==> config.mk <==
export PLATFORM = sky130hd
export DESIGN_NAME = multiport_regfile
export DESIGN_NICKNAME = d
export VERILOG_FILES = /design/src/rtl/multiport_regfile_pkg.sv /design/src/rtl/multiport_regfile_array.sv /design/src/rtl/multiport_regfile.sv
export SDC_FILE = /design/constraint.sdc
export NUM_CORES = 1
export LEC_CHECK = 0
export CAP_MARGIN = 20
export CORE_ASPECT_RATIO = 1.25
export CORE_UTILIZATION = 45
export CTS_CLUSTER_DIAMETER = 60
export DETAILED_ROUTE_END_ITERATION = 10
export PLACE_DENSITY = 0.67
export SYNTH_ARGS = -nofsm -noshare
export SYNTH_HDL_FRONTEND = slang
export SYNTH_SLANG_ARGS = --single-unit
==> constraint.sdc <==
create_clock -name clk -period 2.1 [get_ports clk]
set_input_delay 0.42 -clock clk [delete_from_list [all_inputs] [get_ports clk]]
set_output_delay 0.42 -clock clk [all_outputs]
set_load 0.01 [all_outputs]
==> src/rtl/multiport_regfile_pkg.sv <==
// -----------------------------------------------------------------------------
// multiport_regfile_pkg
//   Shared definitions for the multiport register file: default width
//   constants and the clear-sequencer state encoding.
// -----------------------------------------------------------------------------
package multiport_regfile_pkg;

  localparam int DEF_DATA_W = 8;
  localparam int DEF_ADDR_W = 4;

  typedef enum logic {
    ST_CLEAR = 1'b0,
    ST_IDLE  = 1'b1
  } rf_state_e;

endpackage

==> src/rtl/multiport_regfile_array.sv <==
// -----------------------------------------------------------------------------
// regfile_array
//   Storage array with one synchronous write port and two asynchronous read
//   ports. The array has no reset; the clear sequencer in the parent
//   initialises it.
//
// Ports
//   clk     in   clock
//   we      in   write enable (already qualified by the parent)
//   waddr   in   write address
//   wdata   in   write data
//   raddr1  in   read address, port 1
//   raddr2  in   read address, port 2
//   rdata1  out  combinational read data, port 1
//   rdata2  out  combinational read data, port 2
// -----------------------------------------------------------------------------
module regfile_array
  import multiport_regfile_pkg::*;
#(
  parameter int DATA_W = DEF_DATA_W,
  parameter int ADDR_W = DEF_ADDR_W
) (
  input  logic              clk,
  input  logic              we,
  input  logic [ADDR_W-1:0] waddr,
  input  logic [DATA_W-1:0] wdata,
  input  logic [ADDR_W-1:0] raddr1,
  input  logic [ADDR_W-1:0] raddr2,
  output logic [DATA_W-1:0] rdata1,
  output logic [DATA_W-1:0] rdata2
);

  localparam int DEPTH = 2 ** ADDR_W;

  logic [DATA_W-1:0] mem_q [DEPTH];

  always_ff @(posedge clk) begin
    if (we) begin
      mem_q[waddr] <= wdata;
    end
  end

  assign rdata1 = mem_q[raddr1];
  assign rdata2 = mem_q[raddr2];

endmodule

==> src/rtl/multiport_regfile.sv <==
// -----------------------------------------------------------------------------
// multiport_regfile
//   Two-read / one-write register file with registered read data, same-cycle
//   write-through bypass, optional hard-wired entry 0 and a clear sequencer
//   that walks every entry after reset or on request.
//
//   state    | meaning
//   ---------+------------------------------------------------------------
//   ST_CLEAR | sequencer owns the array, writes CLR_VAL to entry cnt_q
//   ST_IDLE  | normal operation: reads, writes, accepts clr
//
// Ports
//   clk     in   clock
//   rst_n   in   synchronous active-low reset
//   rd_en   in   read enable; outputs hold when low
//   raddr1  in   read address, port 1
//   raddr2  in   read address, port 2
//   we      in   write enable
//   waddr   in   write address
//   wdata   in   write data
//   clr     in   request a full clear (accepted only in ST_IDLE)
//   rdata1  out  registered read data, port 1
//   rdata2  out  registered read data, port 2
//   busy    out  high while the clear sequencer runs
// -----------------------------------------------------------------------------
module multiport_regfile
  import multiport_regfile_pkg::*;
#(
  parameter int                DATA_W   = DEF_DATA_W,
  parameter int                ADDR_W   = DEF_ADDR_W,
  parameter logic [DATA_W-1:0] CLR_VAL  = '0,
  parameter bit                ZERO_REG = 1'b0
) (
  input  logic              clk,
  input  logic              rst_n,
  input  logic              rd_en,
  input  logic [ADDR_W-1:0] raddr1,
  input  logic [ADDR_W-1:0] raddr2,
  input  logic              we,
  input  logic [ADDR_W-1:0] waddr,
  input  logic [DATA_W-1:0] wdata,
  input  logic              clr,
  output logic [DATA_W-1:0] rdata1,
  output logic [DATA_W-1:0] rdata2,
  output logic              busy
);

  rf_state_e         state_q, state_d;
  logic [ADDR_W-1:0] cnt_q, cnt_d;
  logic [DATA_W-1:0] rdata1_q, rdata1_d;
  logic [DATA_W-1:0] rdata2_q, rdata2_d;
  logic              busy_q, busy_d;

  logic              arr_we;
  logic [ADDR_W-1:0] arr_waddr;
  logic [DATA_W-1:0] arr_wdata;
  logic [DATA_W-1:0] arr_rd1, arr_rd2;

  // Read-data selection: hard-wired entry 0 wins over bypass, bypass wins
  // over the stored value.
  function automatic logic [DATA_W-1:0] read_sel(
    input logic [ADDR_W-1:0] raddr,
    input logic [DATA_W-1:0] arr_val,
    input logic              wr_en,
    input logic [ADDR_W-1:0] wr_addr,
    input logic [DATA_W-1:0] wr_data
  );
    if (ZERO_REG && (raddr == '0)) begin
      return CLR_VAL;
    end else if (wr_en && (raddr == wr_addr)) begin
      return wr_data;
    end else begin
      return arr_val;
    end
  endfunction

  always_comb begin
    state_d   = state_q;
    cnt_d     = cnt_q;
    rdata1_d  = rdata1_q;
    rdata2_d  = rdata2_q;
    arr_we    = 1'b0;
    arr_waddr = waddr;
    arr_wdata = wdata;

    case (state_q)
      ST_CLEAR: begin
        arr_we    = 1'b1;
        arr_waddr = cnt_q;
        arr_wdata = CLR_VAL;
        cnt_d     = cnt_q + 1'b1;
        if (&cnt_q) begin
          state_d = ST_IDLE;
        end
      end
      ST_IDLE: begin
        arr_we = we && !(ZERO_REG && (waddr == '0));
        if (rd_en) begin
          rdata1_d = read_sel(raddr1, arr_rd1, we, waddr, wdata);
          rdata2_d = read_sel(raddr2, arr_rd2, we, waddr, wdata);
        end
        // The write above still lands this cycle; the clear then overwrites it.
        if (clr) begin
          state_d = ST_CLEAR;
          cnt_d   = '0;
        end
      end
      default: begin
        state_d = ST_CLEAR;
        cnt_d   = '0;
      end
    endcase

    busy_d = (state_d == ST_CLEAR);
  end

  always_ff @(posedge clk) begin
    if (!rst_n) begin
      state_q  <= ST_CLEAR;
      cnt_q    <= '0;
      rdata1_q <= '0;
      rdata2_q <= '0;
      busy_q   <= 1'b1;
    end else begin
      state_q  <= state_d;
      cnt_q    <= cnt_d;
      rdata1_q <= rdata1_d;
      rdata2_q <= rdata2_d;
      busy_q   <= busy_d;
    end
  end

  // Reset must also squash the array write of that cycle.
  regfile_array #(
    .DATA_W (DATA_W),
    .ADDR_W (ADDR_W)
  ) u_array (
    .clk    (clk),
    .we     (arr_we && rst_n),
    .waddr  (arr_waddr),
    .wdata  (arr_wdata),
    .raddr1 (raddr1),
    .raddr2 (raddr2),
    .rdata1 (arr_rd1),
    .rdata2 (arr_rd2)
  );

  assign rdata1 = rdata1_q;
  assign rdata2 = rdata2_q;
  assign busy   = busy_q;

endmodule

Word level (Yosys, flattened, before mapping)

Memory sizes are Yosys's and may differ from the RTL's. A register that Yosys moved wholly into a read port is not among the register bits.
Cells that the tools add are included.

$add $sub $neg: 1
Eq/ne operators: 1
Mux-type cells: 10
Bitwise gates (word level): 2
Reduce and logical (&&, ||, !) cells: 5

Operator list:

| operator                                                      | count |
|---|---|
| 4-bit 2-to-1 mux                                              | 2 |
| 8-bit 2-to-1 mux                                              | 1 |
| 4-bit case mux with 2 select lines                            | 1 |
| 4-bit by 1-bit adder with 4-bit output, second input constant | 1 |
| 1-bit 2-to-1 mux                                              | 4 |
| 1-bit case mux with 2 select lines                            | 2 |
| 4-bit AND reduction                                           | 1 |
| 1-bit logical NOT                                             | 2 |
| 2-bit inequality test, second input constant                  | 1 |
| 1-bit inverter                                                | 2 |
| 2-bit AND reduction                                           | 1 |
| 1-bit logical AND                                             | 1 |

Bits in registers: 6
Bits in writable memories: 128
Word-level logic and storage cells: 23
Memories kept: 1

Memory list:

| name          | words | width | rd ports | clocked after memory_dff | write ports | line                          | text |
|---|---|---|---|---|---|---|---|
| u_array.mem_q | 16    | 8     | 2        | 2                        | 1           | multiport_regfile_array.sv:35 | `logic [DATA_W-1:0] mem_q [DEPTH];` |

Logic depth before layout (Yosys ltp)

Gate-level depths: netlist (run 1).

Depth in word-level cells: 5
Depth in mapped cells: 7
Depth with buffers taken out: 5

Hierarchy

A second synthesis (run 1) with hierarchy kept.

Cell total of the unflattened synthesis: 450
Area, all modules: 7259.5 um^2

By module, submodules not included:

| module            | times used | cells each | area each (um^2) |
|---|---|---|---|
| regfile_array     | 1          | 291        | 6025.8 |
| multiport_regfile | 1          | 159        | 1233.7 |

Worst setup path before layout (run 1)

OpenSTA, ideal clock, no wires.

Path kind: reg2reg
Start: reg state_q
End: mem u_array.mem_q[1][0] in the netlist's numbering, enable pin
Arrival time: 1.541 ns
Required time: 1.730 ns
Slack: 0.189 ns
Cell stages (with the launch flop): 7
Period minus slack after synthesis: 1.911 ns
Cell sequence: dfxtp_1 > buf_6 > buf_2 > buf_1 > nand2_1 > o32a_1 > nor2_1

Word-level cells in the longest chain between the ends: 5

RTL lines:

| item                                   | line                          | text |
|---|---|---|
| start: declaration                     | multiport_regfile.sv:48       | `rf_state_e state_q, state_d;` |
| start signal: assignment               | multiport_regfile.sv:125      | `state_q <= state_d;` |
| 1-bit inverter                         | n/a                           |  |
| 1-bit case mux with 2 select lines     | multiport_regfile.sv:86       | `case (state_q)` |
| 1-bit logical AND                      | multiport_regfile.sv:139      | `.we (arr_we && rst_n),` |
| 1-bit 2-to-1 mux                       | multiport_regfile_array.sv:38 | `if (we) begin` |
| 1-bit 2-to-1 mux (not written as such) | multiport_regfile_array.sv:39 | `mem_q[waddr] <= wdata;` |
| end: declaration                       | multiport_regfile_array.sv:35 |  |

Parallel ways exist; a longest one is shown, timed or not.

Worst setup path after layout (run 1)

Start: reg state_q
End: mem u_array.mem_q[13][1] in the netlist's numbering, enable pin

The elaborated chain is that of the path after synthesis.

==> metrics.yaml, run 1 <==
routing:
  via_per_inst: 6.07
  drt_iter0_drc: 406
  routed_wl_mm: 17.4
  drc: 0
  drt-wirelength-per-cell_um: 23.3
  firstDrtPassIters: 5
  via_count: 4543
  postRouteAntennaNets: 0
timing:
  clock.fmax_mhz: 514
  setup_viol: 0
  hold_slack_ns: 0.471
  rsz0062_at_grt: "false"
  tightest_slew_ns: 0.726
  fin_crit_ns: 1.94
  maxSlewHeadroom_pct: 51.5
  fin_crit_sh_pct: 92.6
  timing.final.ws_setup_ns: 0.156
  final_max_slew_viol_count: 0
  finClkSkew_ns: 0.0136
  hold_viol_final: 0
clock_network:
  cts_resized: 0
  cts_buffers: 17
  postCtsSetupRepairBufs: 0
  clk_pin_slew_ns: 0.07
  htree_levels: 4
  worstSkewPairLatency_ns: 0.43
  hold_buffers: 0
  clock-root-buffer: "clkbuf_16"
  cts_tree: "done"
  clock_path_buffers: 2
  clock_sinks: 150
setup_path:
  cp.arrival_ns: 2.07
  cp_max_fo: 12
  cp-end-kind: "flip-flop"
  slowest_delay_ns: 0.55
  reg2reg_slack_ns: 0.16
  criticalPathCategory: "reg -> reg"
  path_cells: "buf_4 > a21oi_1 > nor2_1 > nand2_1 > nor2_1 > buf_4"
  cp-start-kind: "flip-flop"
  critPathRequiredTime_ns: 2.23
  slowest_stage: "dfxtp_1"
synth:
  synth_top_family_by_area: "multiplexers"
  yosysSeqAreaShare_pct: 58.8
  syn-num-nets: 476
  synth_cell_types: 42
  synth_xor_area_share_pct: 0.962
  synthMuxAreaShare_pct: 21.4
  synth-compound-area-share_pct: 7.54
  syn_inst: 450
  yosys.area_share.simple_pct: 7.66
  ys_warn_count: 0
  syn_avg_cell_area_um2: 16.2
  synth-seq-cells: 150
  synth_ff_type: "edfxtp_1"
  async_flop_share_pct: 0
  synthAdderAreaFrac_pct: 0.172
  synth_enable_flop_cells: 128
  synth_area_um2: 7280
global_route:
  grt_pass1_wl_mm: 27.1
  grt_max_degree: 35
  antenna_found_initial: 0
  grt-ovfl-total: 0
  grt_pass1_vias: 4665
  grt_use_total_pct: 22.6
floorplanning:
  die_x_um: 116
  initial_core_util_pct: 46.4
  dieArea_um2: 16700
  core_area_um2: 15700
  die_h_um: 144
  num_io_pins: 42
  rows: 51
placement:
  dp_slack_ns: -0.122
  place_area_um2: 8170
  io_buffers: 41
  dp_hpwl_mm: 12.5
  gp_congestion: 0.801
power_and_ir_drop:
  power_per_cell_area_nw_per_um2: 776
  power_leakage_uw: 0.00318
  ir_worst_vdd_uv: 562
outcome:
  status: "complete, no violations"
final_layout:
  antenna-diode-count: 0
  final_area_um2: 8760
  synthToLayoutAreaGrowth_pct: 20.3
  drive_gt1_share_pct: 28.4
  final_net_count: 549
job:
  maxCapViolCount: 0
worst_hold_path:
  hold_path_class: "reg -> reg"
## cell usage after synthesis (2+ instances only)
cell type / n / area [µm²]
nand2b_1: 3 / 18.8
inv_1: 4 / 15.0
xor2_1: 8 / 70.1
buf_6: 4 / 45.0
nand4_2: 2 / 25.0
buf_4: 3 / 22.5
nor2b_1: 6 / 37.5
o22ai_1: 3 / 18.8
mux2i_2: 2 / 27.5
edfxtp_1: 128 / 3840
a21oi_1: 5 / 25.0
a22oi_1: 31 / 233
nor2_1: 23 / 86.3
mux2i_1: 3 / 30.0
clkbuf_1: 9 / 33.8
buf_8: 3 / 45.0
mux4_2: 49 / 1100
o211ai_2: 16 / 200
a31oi_1: 4 / 25.0
mux4_1: 15 / 394
and2_1: 10 / 62.6
buf_1: 3 / 11.3
and3_1: 2 / 12.5
nand3_1: 18 / 90.1
nand2_1: 47 / 176
nor3_1: 3 / 15.0
dfxtp_1: 22 / 440
buf_2: 10 / 50.1
## report_power, final
group | total, µW | switching (µW) | internal [µW] | leakage, µW
Sequential | 3240 | 21.8 | 3220 | 0.00150
Combinational | 493 | 253 | 240 | 0.00139
Clock | 3060 | 1280 | 1780 | 0.000290
## layout by cell type, fill, tap and decap left out, types with 6 or more instances in the layout
| cell type | count |
|---|---|
| edfxtp_1 | 128 |
| nor2_1 | 23 |
| mux4_1 | 15 |
| mux4_2 | 49 |
| and2_1 | 10 |
| buf_4 | 39 |
| clkdlybuf4s50_1 | 39 |
| clkbuf_16 | 17 |
| xor2_1 | 8 |
| dfxtp_1 | 22 |
| nor2b_1 | 6 |
| nand3_1 | 18 |
| buf_12 | 8 |
| o211ai_2 | 16 |
| nand2_1 | 47 |
| a22oi_1 | 31 |
## worst paths after layout
path / start / cells after the start / end
setup / recovery: state_q$_SDFF_PN0_ / 6 / u_array.mem_q[13][1]$_DFFE_PP_
hold reg to reg: rdata2[5]$_SDFFE_PN0P_ / 2 / rdata2[5]$_SDFFE_PN0P_
hold / removal: rdata2[5]$_SDFFE_PN0P_ / 2 / rdata2[5]$_SDFFE_PN0P_
setup reg to reg: state_q$_SDFF_PN0_ / 6 / u_array.mem_q[13][1]$_DFFE_PP_
## stage by stage
step           cells  total power [µW]  util (%)  setup TNS, ns
6_report         748              6800      55.8              0
3_5_place_dp     716              3800      52.0          -1.67
4_1_cts          748              6840      55.8              0
3_3_place_gp     716              3800      52.0          -1.39
5_1_grt          748              7000      55.8              0
2_1_floorplan    450              3610         -              0
## flip-flops by register name (all words and copies together) (netlist names)
register       count
cnt_q              4
busy               1
state_q            1
rdata1             8
rdata2             8
u_array.mem_q    128
## critical path: cells and delay by family (launching register included)
| family | cells | cell delay [ns] |
|---|---|---|
| DFF | 1 | 0.55 |
| AOI/OAI and AO/OA | 1 | 0.11 |
| and+or+nand+nor | 3 | 0.50 |
| buffers and inverters | 2 | 0.46 |
## layer usage
| metal | GRT usage (%) | part of all wire [%] |
|---|---|---|
| met1 | 27.7 | 39 |
| met2 | 38.9 | 53 |
| met3 | 4.48 | 5.5 |
| met5 | 0 | 0 |
| met4 | 9.58 | 2.6 |
## area by class of cell
class	count	area, µm²
fillers	1228	6940
flip-flops and latches	150	4280
multi-input cells	261	2750
repair buffers	88	853
clock buffers	17	425
well taps	212	265
clock inverters	15	165
inverters	5	18.8
## logic make-up after synthesis
family,after synthesis
adder cells (fa/ha/maj),1
flip-flops,150
buffers and inverters,39
AND/OR/NAND/NOR,118
multiplexers,69
XOR/XNOR,8
AO/OA/AOI/OAI,65
Note: power is estimated with default switching activity, not from simulation.
==> inputs of run 2 (changes only) <==
==> constraint.sdc (replaced) <==
create_clock -name clk -period 2.1 [get_ports clk]
set_input_delay 0.525 -clock clk [delete_from_list [all_inputs] [get_ports clk]]
set_output_delay 0.525 -clock clk [all_outputs]
set_load 0.01 [all_outputs]
==> run 2 against run 1 <==
Effect of this change: clock power decreased by 5%; clock skew increased by 0.0014 ns; combinational power increased by 4.7%; hold slack improved by 0.0021 ns; maximum frequency decreased by 0.21%; critical endpoint unchanged; largest cell class unchanged.
==> metrics.yaml, run 2 (synthesis results as in run 1) <==
outcome:
  status: "complete, no violations"  # unchanged
clock_network:
  clock-root-buffer: "clkbuf_16"  # unchanged
  hold_buffers: 0  # unchanged
  worstSkewPairLatency_ns: 0.43  # about the same
  clk_pin_slew_ns: 0.07  # about the same
  cts_tree: "done"  # unchanged
  postCtsSetupRepairBufs: 0  # unchanged
  htree_levels: 4  # unchanged
  cts_resized: 0  # unchanged
  cts_buffers: 17  # unchanged
  clock_path_buffers: 2  # unchanged
  clock_sinks: 150  # unchanged
routing:
  drt-wirelength-per-cell_um: 23.4  # was 23.3 µm
  firstDrtPassIters: 4  # was 5
  routed_wl_mm: 17.8  # was 17.4 mm
  drc: 0  # unchanged
  via_per_inst: 6.06  # was 6.07
  via_count: 4614  # was 4543
  drt_iter0_drc: 552  # was 406
  postRouteAntennaNets: 0  # unchanged
timing:
  hold_viol_final: 0  # unchanged
  fin_crit_sh_pct: 92.8  # was 92.6%
  fin_crit_ns: 1.95  # was 1.94 ns
  maxSlewHeadroom_pct: 48.2  # was 51.5%
  clock.fmax_mhz: 513  # was 514 MHz
  setup_viol: 0  # unchanged
  finClkSkew_ns: 0.0150  # was 0.0136 ns
  final_max_slew_viol_count: 0  # unchanged
  tightest_slew_ns: 0.775  # was 0.726 ns
  rsz0062_at_grt: "false"  # unchanged
placement:
  gp_congestion: 0.815  # was 0.801
  io_buffers: 41  # unchanged
  dp_hpwl_mm: 12.7  # was 12.5 mm
setup_path:
  path_delay_family: "flip-flops"  # unchanged
  criticalPathCategory: "reg -> reg"  # unchanged
  cp.arrival_ns: 2.07  # about the same
  cp_max_fo: 12  # unchanged
  cp-start-kind: "flip-flop"  # unchanged
  reg2reg_depth: 6  # unchanged
  crit_buf_inv: 2  # unchanged
  cp-end-kind: "flip-flop"  # unchanged
  slowest_stage: "dfxtp_1"  # unchanged
  critPathRequiredTime_ns: 2.23  # about the same
  path_cells: "buf_4 > a21oi_1 > nor2_1 > nand2_1 > nor2_1 > buf_4"  # unchanged
  slowest_delay_ns: 0.56  # was 0.55 ns
  worst-path-stages: 6  # unchanged
floorplanning:
  die_h_um: 144  # unchanged
  rows: 51  # unchanged
  num_io_pins: 42  # unchanged
  dieArea_um2: 16700  # unchanged
  core_area_um2: 15700  # unchanged
  die_x_um: 116  # unchanged
  initial_core_util_pct: 46.4  # unchanged
global_route:
  grt-ovfl-total: 0  # unchanged
  grt_use_total_pct: 23.0  # was 22.6%
  grt_pass1_wl_mm: 27.6  # was 27.1 mm
  grt_max_degree: 35  # unchanged
  antenna_found_initial: 1  # was 0
  grt_pass1_vias: 4835  # was 4665
power_and_ir_drop:
  power_per_cell_area_nw_per_um2: 753  # was 776 nW/µm²
  power_leakage_uw: 0.00323  # was 0.00318 µW
  power_uw: 6660  # was 6800 µW
  ir_worst_vdd_uv: 575  # was 562 µV
final_layout:
  synthToLayoutAreaGrowth_pct: 21.5  # was 20.3%
  largest_reg_flops: 128  # unchanged
  final_net_count: 561  # was 549
  final_common_cell: "edfxtp_1"  # unchanged
  drive_gt1_share_pct: 30.1  # was 28.4%
  final_cell_mix: "128 x edfxtp_1, 49 x mux4_2, 49 x buf_4"  # was 128 x edfxtp_1, 49 x mux4_2, 47 x nand2_1
  final_util_pct: 56.3  # was 55.8%
  nFillCells: 1241  # was 1228
  largest-register: "u_array.mem_q"  # unchanged
worst_hold_path:
  hold_path_class: "reg -> reg"  # unchanged
  whs_path_depth: 2  # unchanged
job:
  maxCapViolCount: 0  # unchanged
run 2: cell count changes in the layout (fill, tap and decap cells not counted):
cell,before,now
buf_4,39,49
inv_8,2,4
clkinvlp_4,1,2
inv_6,5,6
diode_2,0,1
clkinv_2,2,1
clkinv_1,1,0
buf_12,8,10
bufinv_16,2,0
run 2: path summary, 6_finish.rpt:
path | end | start | slack, ns
min | rdata1[5]$_SDFFE_PN0P_ | rdata1[5]$_SDFFE_PN0P_ | 0.47
max reg2reg | u_array.mem_q[13][1]$_DFFE_PP_ | state_q$_SDFF_PN0_ | 0.15
min reg2reg | rdata1[5]$_SDFFE_PN0P_ | rdata1[5]$_SDFFE_PN0P_ | 0.47
max | u_array.mem_q[13][1]$_DFFE_PP_ | state_q$_SDFF_PN0_ | 0.15
run 2: cell type report:
cell class	instances	area (µm²)	share of cell area, %
Clock buffer	17	425	4.81
Clock inverter	15	135	1.53
Antenna cell	1	2.50	0.0283
Multi-Input combinational cell	261	2750	31.0
Timing Repair Buffer	100	968	10.9
Sequential cell	150	4280	48.4
Inverter	5	18.8	0.212
Tap cell	212	265	3.00
run 2: worst min-delay path, stage by stage, from the launching register on:
cell and delay [ns]:
dfxtp_1 0.33, nand2_1 0.06, o211ai_2 0.05
run 2: stage by stage:
step | std cells | instance area [µm²] | setup TNS (ns) | hold WS [ns] | setup slack, ns
CTS | 760 | 8840 | 0 | 0.479 | 0.156
detailed placement | 728 | 8280 | -11.59 | 0.463 | -0.229
global route | 761 | 8840 | 0 | 0.495 | 0.0172
finish | 761 | 8840 | 0 | 0.473 | 0.152
floorplan | 450 | 7280 | 0 | 0.506 | 0.189
global placement | 728 | 8280 | -7.88 | 0.452 | -0.207
run 2: per-layer routing:
layer / vias up / track usage (%) / routed length (µm)
li1: 2002 / - / -
met1: 2344 / 28.0 / 6940
met2: 231 / 40.0 / 9310
met3: 37 / 4.61 / 1140
met4: 0 / 8.77 / 396
met5: - / 0 / 0
run 2: power breakdown:
| group | switching, µW | total, µW | internal [µW] |
|---|---|---|---|
| clock | 1340 | 2900 | 1570 |
| sequential | 21.5 | 3240 | 3220 |
| combinational | 260 | 516 | 256 |
| total | 1620 | 6660 | 5040 |
